[config.mk]
export PLATFORM = sky130hd
export DESIGN_NAME = seg7_count_display_flat
export DESIGN_NICKNAME = d
export VERILOG_FILES = /design/src/rtl/seg7_count_display_pkg.sv /design/src/rtl/seg7_count_display_if.sv /design/src/rtl/seg7_count_display_decode.sv /design/src/rtl/seg7_count_display.sv /design/src/flat_wrapper.sv
export SDC_FILE = /design/constraint.sdc
export NUM_CORES = 1
export LEC_CHECK = 0
export ABC_AREA = 1
export CAP_MARGIN = 20
export CORE_ASPECT_RATIO = 0.9
export CORE_MARGIN = 5
export CORE_UTILIZATION = 54
export CTS_CLUSTER_DIAMETER = 60
export DETAILED_ROUTE_END_ITERATION = 8
export PLACE_DENSITY = 0.78
export SLEW_MARGIN = 10
export SYNTH_ARGS = -nofsm -noshare
export SYNTH_HDL_FRONTEND = slang
export SYNTH_SLANG_ARGS = --single-unit
export TNS_END_PERCENT = 50
[constraint.sdc]
create_clock -name clk -period 2.3 [get_ports clk]
set_input_delay 0.46 -clock clk [delete_from_list [all_inputs] [get_ports clk]]
set_output_delay 0.46 -clock clk [all_outputs]
set_load 0.01 [all_outputs]
[src/rtl/seg7_count_display_pkg.sv]
// Shared definitions for the two-digit 7-segment count display: scan state
// encoding, the dark pattern and the active-low digit pattern table.
package seg7_count_display_pkg;

   // Encoding chosen so the scan order is a plain increment and bit 0 marks blank slots.
   localparam logic [1:0] ST_DIG0   = 2'd0;
   localparam logic [1:0] ST_BLANK0 = 2'd1;
   localparam logic [1:0] ST_DIG1   = 2'd2;
   localparam logic [1:0] ST_BLANK1 = 2'd3;

   localparam logic [6:0] SEG_OFF = 7'h7F;

   // Active-low {g,f,e,d,c,b,a} patterns for digits 0..9.
   localparam logic [6:0] SEG_PAT [10] = '{
      7'h40, 7'h79, 7'h24, 7'h30, 7'h19,
      7'h12, 7'h02, 7'h78, 7'h00, 7'h10
   };

endpackage

[src/rtl/seg7_count_display_if.sv]
// Display-side signal bundle: counter value in, segment/anode drive and
// debug observation out.
interface seg7_count_display_if;
   logic [3:0] val;
   logic [6:0] seg;
   logic [1:0] an;
   logic [3:0] disp_val;
   logic [1:0] dbg_state;

   modport master (output val, input seg, an, disp_val, dbg_state);
   modport slave  (input val, output seg, an, disp_val, dbg_state);
endinterface

[src/rtl/seg7_count_display_decode.sv]
// Combinational BCD digit to active-low 7-segment pattern; anything above 9 is dark.
module seg7_decode
   import seg7_count_display_pkg::*;
(
   input  logic [3:0] bcd,
   output logic [6:0] seg
);

   always_comb begin
      seg = SEG_OFF;
      if (bcd <= 4'd9) seg = SEG_PAT[bcd];
   end

endmodule

[src/rtl/seg7_count_display.sv]
// Synchronises and debounces the slow counter value, splits it into two
// decimal digits and scans them onto a common-anode display with blank gaps.
module seg7_count_display
   import seg7_count_display_pkg::*;
#(
   parameter int SCAN_CYCLES   = 16,
   parameter int BLANK_CYCLES  = 2,
   parameter int STABLE_CYCLES = 2,
   parameter int LZ_BLANK      = 1
) (
   input logic                 clk,
   input logic                 rst,
   seg7_count_display_if.slave bus
);

   localparam int SCAN_MAX = (SCAN_CYCLES > BLANK_CYCLES) ? SCAN_CYCLES : BLANK_CYCLES;
   localparam int CW       = $clog2(SCAN_MAX + 1);
   localparam int SW       = $clog2(STABLE_CYCLES + 1);
   localparam logic [CW-1:0] DIG_LAST   = CW'(SCAN_CYCLES - 1);
   localparam logic [CW-1:0] BLANK_LAST = CW'(BLANK_CYCLES - 1);
   localparam logic [SW-1:0] STAB_MAX   = SW'(STABLE_CYCLES);

   logic [3:0]    s1_q, s1_d, s2_q, s2_d, prev_q, prev_d, disp_q, disp_d;
   logic [SW-1:0] stab_q, stab_d;
   logic [1:0]    state_q, state_d;
   logic [CW-1:0] scan_q, scan_d;
   logic [6:0]    seg_q, seg_d, dec_seg;
   logic [1:0]    an_q, an_d;
   logic          tens;
   logic [3:0]    ones, dec_in;

   // Input path: a value is accepted only after STABLE_CYCLES repeats of the synchronised sample.
   always_comb begin
      s1_d   = bus.val;
      s2_d   = s1_q;
      prev_d = s2_q;
      stab_d = '0;
      if (s2_q == prev_q) stab_d = (stab_q == STAB_MAX) ? stab_q : stab_q + 1'b1;
      disp_d = disp_q;
      if (stab_d == STAB_MAX && s2_q != disp_q) disp_d = s2_q;
   end

   always_comb begin
      tens = (disp_q >= 4'd10);
      ones = tens ? disp_q - 4'd10 : disp_q;
   end

   always_comb begin
      state_d = state_q;
      scan_d  = scan_q + 1'b1;
      if (scan_q == (state_q[0] ? BLANK_LAST : DIG_LAST)) begin
         scan_d  = '0;
         state_d = state_q + 2'd1;
      end
   end

   assign dec_in = (state_d == ST_DIG1) ? {3'b000, tens} : ones;

   seg7_decode u_decode (
      .bcd (dec_in),
      .seg (dec_seg)
   );

   // Outputs are loaded only on slot entry, so a lit digit is frozen for its whole slot.
   always_comb begin
      seg_d = seg_q;
      an_d  = an_q;
      if (state_d != state_q) begin
         seg_d = SEG_OFF;
         an_d  = 2'b11;
         if (state_d == ST_DIG0) begin
            seg_d = dec_seg;
            an_d  = 2'b10;
         end else if (state_d == ST_DIG1 && !(LZ_BLANK != 0 && !tens)) begin
            seg_d = dec_seg;
            an_d  = 2'b01;
         end
      end
   end

   always_ff @(posedge clk or negedge rst) begin
      if (!rst) begin
         s1_q    <= '0;
         s2_q    <= '0;
         prev_q  <= '0;
         stab_q  <= '0;
         disp_q  <= '0;
         state_q <= ST_BLANK1;
         scan_q  <= '0;
         seg_q   <= SEG_OFF;
         an_q    <= 2'b11;
      end else begin
         s1_q    <= s1_d;
         s2_q    <= s2_d;
         prev_q  <= prev_d;
         stab_q  <= stab_d;
         disp_q  <= disp_d;
         state_q <= state_d;
         scan_q  <= scan_d;
         seg_q   <= seg_d;
         an_q    <= an_d;
      end
   end

   assign bus.seg       = seg_q;
   assign bus.an        = an_q;
   assign bus.disp_val  = disp_q;
   assign bus.dbg_state = state_q;

endmodule

[src/flat_wrapper.sv]
// flat-port wrapper written by rule: the top's interface ports become plain ports
module seg7_count_display_flat import seg7_count_display_pkg::*;
#(
   parameter int SCAN_CYCLES   = 16,
   parameter int BLANK_CYCLES  = 2,
   parameter int STABLE_CYCLES = 2,
   parameter int LZ_BLANK      = 1
)
  (clk, rst, bus_val, bus_seg, bus_an, bus_disp_val, bus_dbg_state);
  seg7_count_display_if bus_i ();
  input logic clk;
  input logic rst;
  input wire logic [$bits(bus_i.val)-1:0] bus_val;
  output wire logic [$bits(bus_i.seg)-1:0] bus_seg;
  output wire logic [$bits(bus_i.an)-1:0] bus_an;
  output wire logic [$bits(bus_i.disp_val)-1:0] bus_disp_val;
  output wire logic [$bits(bus_i.dbg_state)-1:0] bus_dbg_state;
  assign bus_i.val = bus_val;
  assign bus_seg = bus_i.seg;
  assign bus_an = bus_i.an;
  assign bus_disp_val = bus_i.disp_val;
  assign bus_dbg_state = bus_i.dbg_state;
  seg7_count_display #(.SCAN_CYCLES(SCAN_CYCLES), .BLANK_CYCLES(BLANK_CYCLES), .STABLE_CYCLES(STABLE_CYCLES), .LZ_BLANK(LZ_BLANK)) u_core (.clk(clk), .rst(rst), .bus(bus_i));
endmodule
==> results of run 1 <==
[synth_stat cells]
| library cell | number | area share, % |
|---|---|---|
| a21boi_0 | 1 | 0.44 |
| a21oi_1 | 5 | 1.5 |
| a21oi_2 | 4 | 2.0 |
| a21oi_4 | 1 | 0.95 |
| buf_6 | 1 | 0.66 |
| dfrtp_1 | 23 | 34 |
| dfstp_2 | 11 | 17 |
| ha_1 | 9 | 6.6 |
| inv_1 | 34 | 7.5 |
| inv_2 | 2 | 0.44 |
| nand2_1 | 19 | 4.2 |
| nand2_2 | 9 | 3.3 |
| nand2_4 | 1 | 0.66 |
| nand3_1 | 13 | 3.8 |
| nand3_2 | 2 | 1.2 |
| nand4_1 | 5 | 1.8 |
| nor2_1 | 17 | 3.7 |
| o211ai_4 | 1 | 1.2 |
| o21ai_0 | 2 | 0.58 |
| o21ai_1 | 2 | 0.58 |
| o21ai_2 | 1 | 0.51 |
| o22ai_1 | 1 | 0.37 |
| or2_2 | 8 | 2.9 |
| xnor2_1 | 6 | 3.1 |
| xor2_1 | 3 | 1.5 |
[worst paths after layout]
check	start	to	slack, ns	cells after the start
worst max-delay path	u_core.bus.dbg_state[0]	u_core.bus.seg[2]	0.08	17
worst min-delay path	u_core.s1_q[3]	u_core.prev_d[3]	0.36	0
worst max register to register	u_core.bus.dbg_state[0]	u_core.bus.seg[2]	0.08	17
worst min register to register	u_core.s1_q[3]	u_core.prev_d[3]	0.36	0
max in group asynchronous	rst	u_core.bus.dbg_state[0]	1.48	2
min in group asynchronous	rst	u_core.scan_q[2]	0.50	2
[cell usage in the layout (no fill, tap or decap), types with 2 or more instances in the layout]
cell	netlist	final
inv_2	2	2
ha_1	9	8
bufinv_16	0	2
nand3_1	13	10
buf_4	0	5
o21ai_0	2	2
nor2_2	0	6
dfrtp_1	23	23
a21oi_1	5	5
dfstp_2	11	11
nor2_1	17	10
inv_1	34	33
xnor2_1	6	6
o21ai_2	1	2
a21oi_2	4	4
xor2_1	3	3
clkdlybuf4s50_1	0	20
clkbuf_4	0	5
nand4_1	5	5
nand3_2	2	4
nand2_2	9	13
or2_2	8	8
nand2_1	19	15
[registers in the layout, indices dropped and copies added, names as in the netlist]
name / count
u_core.bus.an: 2
u_core.bus.disp_val: 4
u_core.prev_q: 4
u_core.prev_d: 4
u_core.scan_q: 5
u_core.bus.seg: 7
u_core.s1_q: 4
u_core.bus.dbg_state: 2
u_core.stab_q: 2
[critical path, stage by stage, from the launching register on]
cell and delay [ns]:
dfstp_2 0.57, inv_4 0.06, nor2_2 0.07, nand2_1 0.06, nand2_2 0.11, nand3_4 0.10, nand2_2 0.08, nand2_2 0.08
nand2_2 0.10, nand2_1 0.07, nand2_2 0.11, inv_2 0.08, ha_4 0.17, nor2_4 0.12, o211ai_4 0.09, nand2_4 0.11
inv_2 0.06, a21oi_2 0.12
[through the flow]
step                utilization [%]  cell area, sq um  power (W)  cells  setup TNS (ns)
finish                         71.3              2170    0.00184    255               0
CTS                            68.5              2080    0.00181    253               0
floorplan                         -              1710    0.00105    181               0
detailed placement             64.9              1980    0.00125    245               0
global route                   71.3              2170    0.00195    255          -0.293
global placement               64.9              1980    0.00122    245               0
[layer usage]
layer | up-vias | track usage (%)
met3 | 5 | 6.20
met5 | - | 0
met4 | 0 | 5.85
met2 | 31 | 27.5
met1 | 602 | 18.7
li1 | 623 | -
[repair_timing]
item	CTS	global route
pin swaps	0	7
gates resized for setup	2	19
buffers inserted	0	2
endpoints found under the setup margin	6	7
[kinds of logic after synthesis]
group | count (synthesis) | share of synthesized area (%)
AO/OA/AOI/OAI | 18 | 8.19
XOR/XNOR | 9 | 4.61
adder cells (fa/ha/maj) | 9 | 6.58
buffers and inverters | 37 | 8.55
flip-flops | 34 | 50.5
AND/OR/NAND/NOR | 74 | 21.6
[power by group through the flow]
stage               clock network [W]  logic (W)  registers, W
finish                       0.000552   0.000546      0.000741
global route                 0.000589   0.000602      0.000756
CTS                          0.000564   0.000502      0.000743
detailed placement                  0   0.000494      0.000754
global placement                    0   0.000477      0.000747
floorplan                           0   0.000273      0.000777
[area by class of cell]
type                    instances  area, sq um  share of cell area (%)
flip-flops and latches         34          865                    39.8
clock buffers                   5         37.5                    1.73
well taps                      42         52.6                    2.42
clock inverters                 3         68.8                    3.17
inverters                      36          138                    6.34
multi-input cells             110          772                    35.6
repair buffers                 25          238                    11.0
==> flow_summary.yaml, run 1 <==
floorplanning:
  io_pins: 21
  start_util_pct: 56.3
  die_x_um: 69.3
  rows: 19
  die-area_sq_um: 4400
  core_area_sq_um: 3040
  die_y_um: 63.4
critical_path:
  path_class: "reg -> reg"
  start_kind: "flip-flop"
  required_ns: 2.59
  crit_arrival_ns: 2.50
  endpoint_kind: "flip-flop"
  crit_fanout: 5
detailed_routing:
  wl_met2_mm: 1.82
  dr_wl_met3_um: 161
  routed_wl_mm: 3.45
  remaining_drc_errors: 0
  vias_per_cell: 4.95
  drt_iter0_drc: 86
  dr.pass1.iters: 4
  antenna_left: 0
  highest_layer: "met4"
  m1WireLength_mm: 1.42
  vias: 1261
  wl_per_cell_um: 13.5
power:
  switching_power_w: 0.000540
  p_sw_share_pct: 29.4
  comb_power_share_pct: 29.7
  vdd_drop_max_uv: 616
  pwr-share-clk_pct: 30.0
  p_per_area_nw_per_um2: 847
  leakagePower_nw: 1.01
  p_int_w: 0.00130
  power_frac_seq_pct: 40.3
placement:
  place.gp.congestion: 0.868
  io_buffers: 20
  hpwlAfterDp_mm: 2.39
  pre_cts_ws_ns: 0.00488
timing:
  slew_violations: 0
  finalCriticalPeriod_ns: 2.22
  min_period_over_period_pct: 96.3
  finalHoldViolations: 0
  tightestPinTransition_ns: 0.487
  setup_viol_count_final: 0
  timing.hold.ws_ns: 0.360
  skew_ns: 0.00455
  fmax_ghz: 0.451
  maxSlewHeadroom_pct: 67.5
  timing.final.ws_setup_ns: 0.0840
global_route:
  grt_pass1_vias: 1237
  grt-ovfl-total: 0
  antenna_found_initial: 0
  grt_max_degree: 35
  grtUsageTotal_pct: 16.2
  grt_pass1_wl_mm: 5.62
run_status:
  status: "complete, no violations"
run:
  cap_violations: 0
finish:
  finish.net_count: 227
  antenna_cells: 0
  area_growth_pct: 26.8
  fillCellCount: 248
  drive_above_1_share_pct: 32.9
synth:
  syn_nets: 196
  netlist_instances: 181
  yosysWarnings: 0
  ys_seq_area_share_pct: 50.5
  syn-cell-area_sq_um: 1710
  synth_cell_types: 25
  synth_seq_cells: 34
  syn_avg_cell_area_sq_um: 9.46
cts:
  cts-root-buf: "clkbuf_4"
  path_clk_slew_ns: 0.11
  numCtsBuffers: 5
  clock_path_buffers: 2
  h-tree-depth: 2
  clock_latency_ns: 0.34
  cts_tree: "built"
  cts_num_sinks: 34
  cts_hold_buffers: 0
worst_hold_path:
  hp-class: "reg -> reg"
Note: power is estimated with default switching activity, not from simulation.
==> run 2: changes to the inputs <==
--- a/config.mk
+++ b/config.mk
@@ -8,7 +8,7 @@
 export ABC_AREA = 1
 export CAP_MARGIN = 20
 export CORE_ASPECT_RATIO = 0.9
-export CORE_MARGIN = 5
+export CORE_MARGIN = 10
 export CORE_UTILIZATION = 54
 export CTS_CLUSTER_DIAMETER = 60
 export DETAILED_ROUTE_END_ITERATION = 8
==> flow_summary.yaml, run 2 (synthesis gave the netlist of run 1 again) <==
run_status:
  status: "complete, no violations"
timing:
  fmax_ghz: 0.456
  tightestPinTransition_ns: 0.466
  maxSlewHeadroom_pct: 68.9
  skew_ns: 0.00871
  slew_violations: 0
  tns_ns: 0
  setup_viol_count_final: 0
  min_period_over_period_pct: 95.4
  finalCriticalPeriod_ns: 2.19
  finalHoldViolations: 0
  timing.final.ws_setup_ns: 0.106
finish:
  fin_area_sq_um: 2140
  drive_above_1_share_pct: 30.8
  final_common_cell: "inv_1"
  largest_reg_flops: 7
  finish.net_count: 228
  area_growth_pct: 24.9
  final_cell_mix: "inv_1 (32), dfrtp_1 (23), clkdlybuf4s50_1 (20), nand2_1 (16), nor2_1 (15)"
  antenna_cells: 0
floorplanning:
  die_y_um: 73.4
  die-area_sq_um: 5820
  rows: 19
  core_area_sq_um: 3040
  die_x_um: 79.3
  start_util_pct: 56.3
  io_pins: 21
placement:
  place.gp.congestion: 0.807
  io_buffers: 20
  postPlaceCellArea_sq_um: 1980
  hpwlAfterDp_mm: 2.52
  pre_cts_ws_ns: -0.0437
run:
  cap_violations: 0
critical_path:
  crit_arrival_ns: 2.49
  endpoint_kind: "flip-flop"
  crit_fanout: 5
  max_stage_delay_ns: 0.57
  start_kind: "flip-flop"
  rrSetupSlack_ns: 0.11
  cp_cell_sequence: "inv_4 -> nor2_1 -> nand4_1 -> nand2_2 -> nand2_4 -> nand2_2 -> nand2_4 -> inv_4 -> ha_4 -> nor2_4 -> o211ai_4 -> nand2_4 -> nor2_1 -> nor2_1"
  required_ns: 2.59
  path_class: "reg -> reg"
  cpMaxStageDelayCell: "dfstp_2"
cts:
  numCtsBuffers: 5
  clock_latency_ns: 0.35
  cts-root-buf: "clkbuf_4"
  h-tree-depth: 2
  cts_tree: "built"
  path_clk_slew_ns: 0.11
  cts_num_sinks: 34
  cts_hold_buffers: 0
  clock_path_buffers: 2
global_route:
  grt_pass1_vias: 1310
  grtUsageTotal_pct: 12.7
  grt_max_degree: 35
  antenna_found_initial: 0
  grt-ovfl-total: 0
  grt_pass1_wl_mm: 5.79
power:
  leakagePower_nw: 0.991
  p_total_w: 0.00161
  vdd_drop_max_uv: 550
  p_per_area_nw_per_um2: 754
detailed_routing:
  wl_per_cell_um: 13.5
  remaining_drc_errors: 0
  vias: 1262
  antenna_left: 0
  routed_wl_mm: 3.46
  dr.pass1.iters: 4
  drt_iter0_drc: 103
  vias_per_cell: 4.93
worst_hold_path:
  hp-class: "reg -> reg"
## run 2: cell types whose count changed in the layout (fill, tap and decap cells not counted), sizes merged
cell      change
bufinv        -2
clkinv        +1
buf           +1
clkinvlp      +1
## run 2: worst paths after layout
path	endpoint	startpoint	depth (start not counted)
max	u_core.bus.seg[5]	u_core.bus.dbg_state[0]	14
min reg2reg	u_core.prev_d[3]	u_core.s1_q[3]	0
max in group asynchronous	u_core.bus.dbg_state[0]	rst	2
min	u_core.prev_d[3]	u_core.s1_q[3]	0
max reg2reg	u_core.bus.seg[5]	u_core.bus.dbg_state[0]	14
min in group asynchronous	u_core.prev_q[1]	rst	2
## run 2: worst max-delay path, delay by kind of cell (launching register included)
kind                     cells  cell delay, ns
adder cells (fa/ha/maj)      1            0.15
AND/OR/NAND/NOR             10            1.09
flip-flops                   1            0.57
buffers and inverters        2            0.15
AO/OA/AOI/OAI                1            0.16
## run 2: power by group
| part | total (W) | internal, W | switching (W) | leakage [nW] |
|---|---|---|---|---|
| clock network | 0.000331 | 0.000119 | 0.000213 | 0.0312 |
| registers | 0.000740 | 0.000697 | 0.0000427 | 0.391 |
| logic | 0.000540 | 0.000260 | 0.000281 | 0.569 |
## run 2: metal layers
metal,vias up,track usage (%),wire [um],part of all wire (%)
met5,-,0,0,0
met4,0,6.96,68,2.0
met3,6,6.34,245,7.1
met2,24,20.7,1710,49
met1,601,13.1,1440,42
li1,631,-,-,-
## run 2: area by class of cell
cell class                      count  area, sq um
Multi-Input combinational cell    110          776
Inverter                           36          140
Clock buffer                        5         37.5
Sequential cell                    34          865
Tap cell                           42         52.6
Clock inverter                      3         21.3
Fill cell                         244          906
Timing Repair Buffer               26          245
## run 2: metrics by stage
| stage | utilization (%) | hold WS, ns | instances |
|---|---|---|---|
| floorplan | - | 0.164 | 181 |
| global placement | 64.9 | 0.331 | 245 |
| detailed placement | 64.9 | 0.340 | 245 |
| CTS | 67.1 | 0.363 | 253 |
| global route | 70.2 | 0.372 | 256 |
| finish | 70.2 | 0.359 | 256 |
## run 2: timing repair
item | CTS | global route
gates resized for setup | 3 | 17
buffers inserted | 0 | 3
setup endpoints to repair | 7 | 7
pin swaps | 1 | 3
gates cloned | 0 | 0
==> run 3: changes to the inputs <==
--- a/config.mk
+++ b/config.mk
@@ -9,10 +9,10 @@
 export CAP_MARGIN = 20
 export CORE_ASPECT_RATIO = 0.9
 export CORE_MARGIN = 10
-export CORE_UTILIZATION = 54
-export CTS_CLUSTER_DIAMETER = 60
+export CORE_UTILIZATION = 35
+export CTS_CLUSTER_DIAMETER = 40
 export DETAILED_ROUTE_END_ITERATION = 8
-export PLACE_DENSITY = 0.78
+export SKIP_LAST_GASP = 1
 export SLEW_MARGIN = 10
 export SYNTH_ARGS = -nofsm -noshare
 export SYNTH_HDL_FRONTEND = slang
==> flow_summary.yaml, run 3 (synthesis gave the netlist of run 1 again) <==
floorplanning:
  die_y_um: 86.3
  die_x_um: 93.7
  io_pins: 21
  rows: 24
  start_util_pct: 35.8
  die-area_sq_um: 8090
  core_area_sq_um: 4770
critical_path:
  required_ns: 2.52
  rr_worst_depth: 13
  rrSetupSlack_ns: 0.20
  endpoint_kind: "flip-flop"
  r2r-start: "u_core.bus.dbg_state[0]"
  rr_endpoint: "u_core.bus.seg[2]"
  path_class: "reg -> reg"
  crit_fanout: 5
  crit_arrival_ns: 2.33
  start_kind: "flip-flop"
run:
  cap_violations: 0
power:
  p_sw_share_pct: 29.2
  switching_power_w: 0.000527
  p_int_w: 0.00128
  p_per_area_nw_per_um2: 822
  comb_power_share_pct: 28.5
  p_total_w: 0.00181
  leakagePower_nw: 1.01
  vdd_drop_max_uv: 416
  power_frac_seq_pct: 40.9
  pwr-share-clk_pct: 30.6
run_status:
  status: "complete, no violations"
timing:
  timing.hold.ws_ns: 0.351
  finalHoldViolations: 0
  tightestPinTransition_ns: 0.473
  setup_viol_count_final: 0
  fmax_ghz: 0.475
  min_period_over_period_pct: 91.4
  skew_ns: 0.00455
  maxSlewHeadroom_pct: 68.5
  rsz0062_at_grt: "yes"
  slew_violations: 0
  finalCriticalPeriod_ns: 2.10
global_route:
  grt_pass1_wl_mm: 5.48
  busiest_layer: "met2"
  grtUsageTotal_pct: 8.26
  use_met1_pct: 10.2
  grt-ovfl-total: 0
  met3_usage_pct: 3.37
  antenna_found_initial: 0
  use_met2_pct: 12.6
  grt_pass1_vias: 1220
  grt_max_degree: 35
finish:
  final_cell_mix: "inv_1 (33), dfrtp_1 (23), clkdlybuf4s50_1 (20), nand2_1 (16), nor2_1 (15)"
  drive_above_1_share_pct: 29.9
  final_common_cell: "inv_1"
  largest_reg_flops: 7
  area_growth_pct: 28.4
  finish.net_count: 228
  antenna_cells: 0
  fin_area_sq_um: 2200
detailed_routing:
  wl_per_cell_um: 10.9
  routed_wl_mm: 3.04
  dr.pass1.iters: 4
  vias: 1200
  drt_iter0_drc: 46
  vias_per_cell: 4.30
  antenna_left: 0
  remaining_drc_errors: 0
cts:
  clock_path_buffers: 2
  cts-root-buf: "clkbuf_8"
  path_clk_slew_ns: 0.07
  clock_latency_ns: 0.29
  cts_tree: "built"
  cts_num_sinks: 34
  h-tree-depth: 2
  numCtsBuffers: 5
placement:
  place.gp.congestion: 0.772
  hpwlAfterDp_mm: 2.23
  io_buffers: 20
  postPlaceCellArea_sq_um: 2000
worst_hold_path:
  min_to: "u_core.prev_d[3]"
  hp-start: "u_core.s1_q[3]"
  hp-class: "reg -> reg"
  hold_path_depth: 0
## run 3: repair_timing
action	4_1_cts	5_1_grt
endpoints found under the setup margin	1	7
pin swaps	0	5
gates resized for setup	1	14
hold endpoints to repair	0	0
buffers inserted	0	3
hold buffers	0	0
## run 3: worst max path at each step
stage | start | to | slack (ns) | cells past startpoint
final | u_core.bus.dbg_state[0] | u_core.bus.seg[2] | 0.20 | 13
after floorplan | u_core.bus.dbg_state[0] | u_core.bus.seg[0] | 0.15 | 17
after global placement | u_core.bus.dbg_state[0] | u_core.bus.seg[0] | 0.11 | 17
after detailed placement | u_core.bus.dbg_state[0] | u_core.bus.seg[2] | 0.02 | 17
after global routing | u_core.bus.dbg_state[0] | u_core.bus.seg[6] | -0.03 | 17
after CTS | u_core.bus.dbg_state[0] | u_core.bus.seg[2] | 0.03 | 17
## run 3: layer usage
metal  wire length (um)  share of wire [%]
met3                195                6.4
met2               1330                 44
met4                 42                1.4
met5                  0                  0
met1               1470                 48
## run 3: area by class of cell
| type | instances | area [sq um] |
|---|---|---|
| Fill cell | 457 | 2580 |
| Sequential cell | 34 | 865 |
| Multi-Input combinational cell | 110 | 756 |
| Timing Repair Buffer | 26 | 245 |
| Inverter | 36 | 138 |
| Tap cell | 65 | 81.3 |
| Clock buffer | 5 | 68.8 |
| Clock inverter | 3 | 45.0 |
## run 3: worst max-delay path, cell delays in order, from the launching register on
cell	delay, ns
dfstp_2	0.54
inv_2	0.06
nor2_1	0.20
nand4_1	0.15
nand2_2	0.12
nand3_1	0.14
nand2_4	0.12
inv_4	0.05
ha_4	0.16
nor2_4	0.11
o211ai_4	0.08
nand2_4	0.10
inv_2	0.06
a21oi_2	0.13
## run 3: power groups by stage
stage	Clock [W]	Sequential [W]	Combinational (W)
after CTS	0.000573	0.000741	0.000493
final	0.000553	0.000739	0.000514
after floorplan	0	0.000777	0.000273
after global placement	0	0.000748	0.000485
after global routing	0.000601	0.000753	0.000588
after detailed placement	0	0.000753	0.000488
## run 3: stage by stage
stage	worst slack (ns)	setup TNS, ns	util (%)	std cells
6_report	0.197	0	46.0	279
4_1_cts	0.0303	0	44.4	276
5_1_grt	-0.0270	-0.0466	46.0	279
2_1_floorplan	0.150	0	-	181
3_3_place_gp	0.108	0	42.0	268
3_5_place_dp	0.0183	0	42.0	268
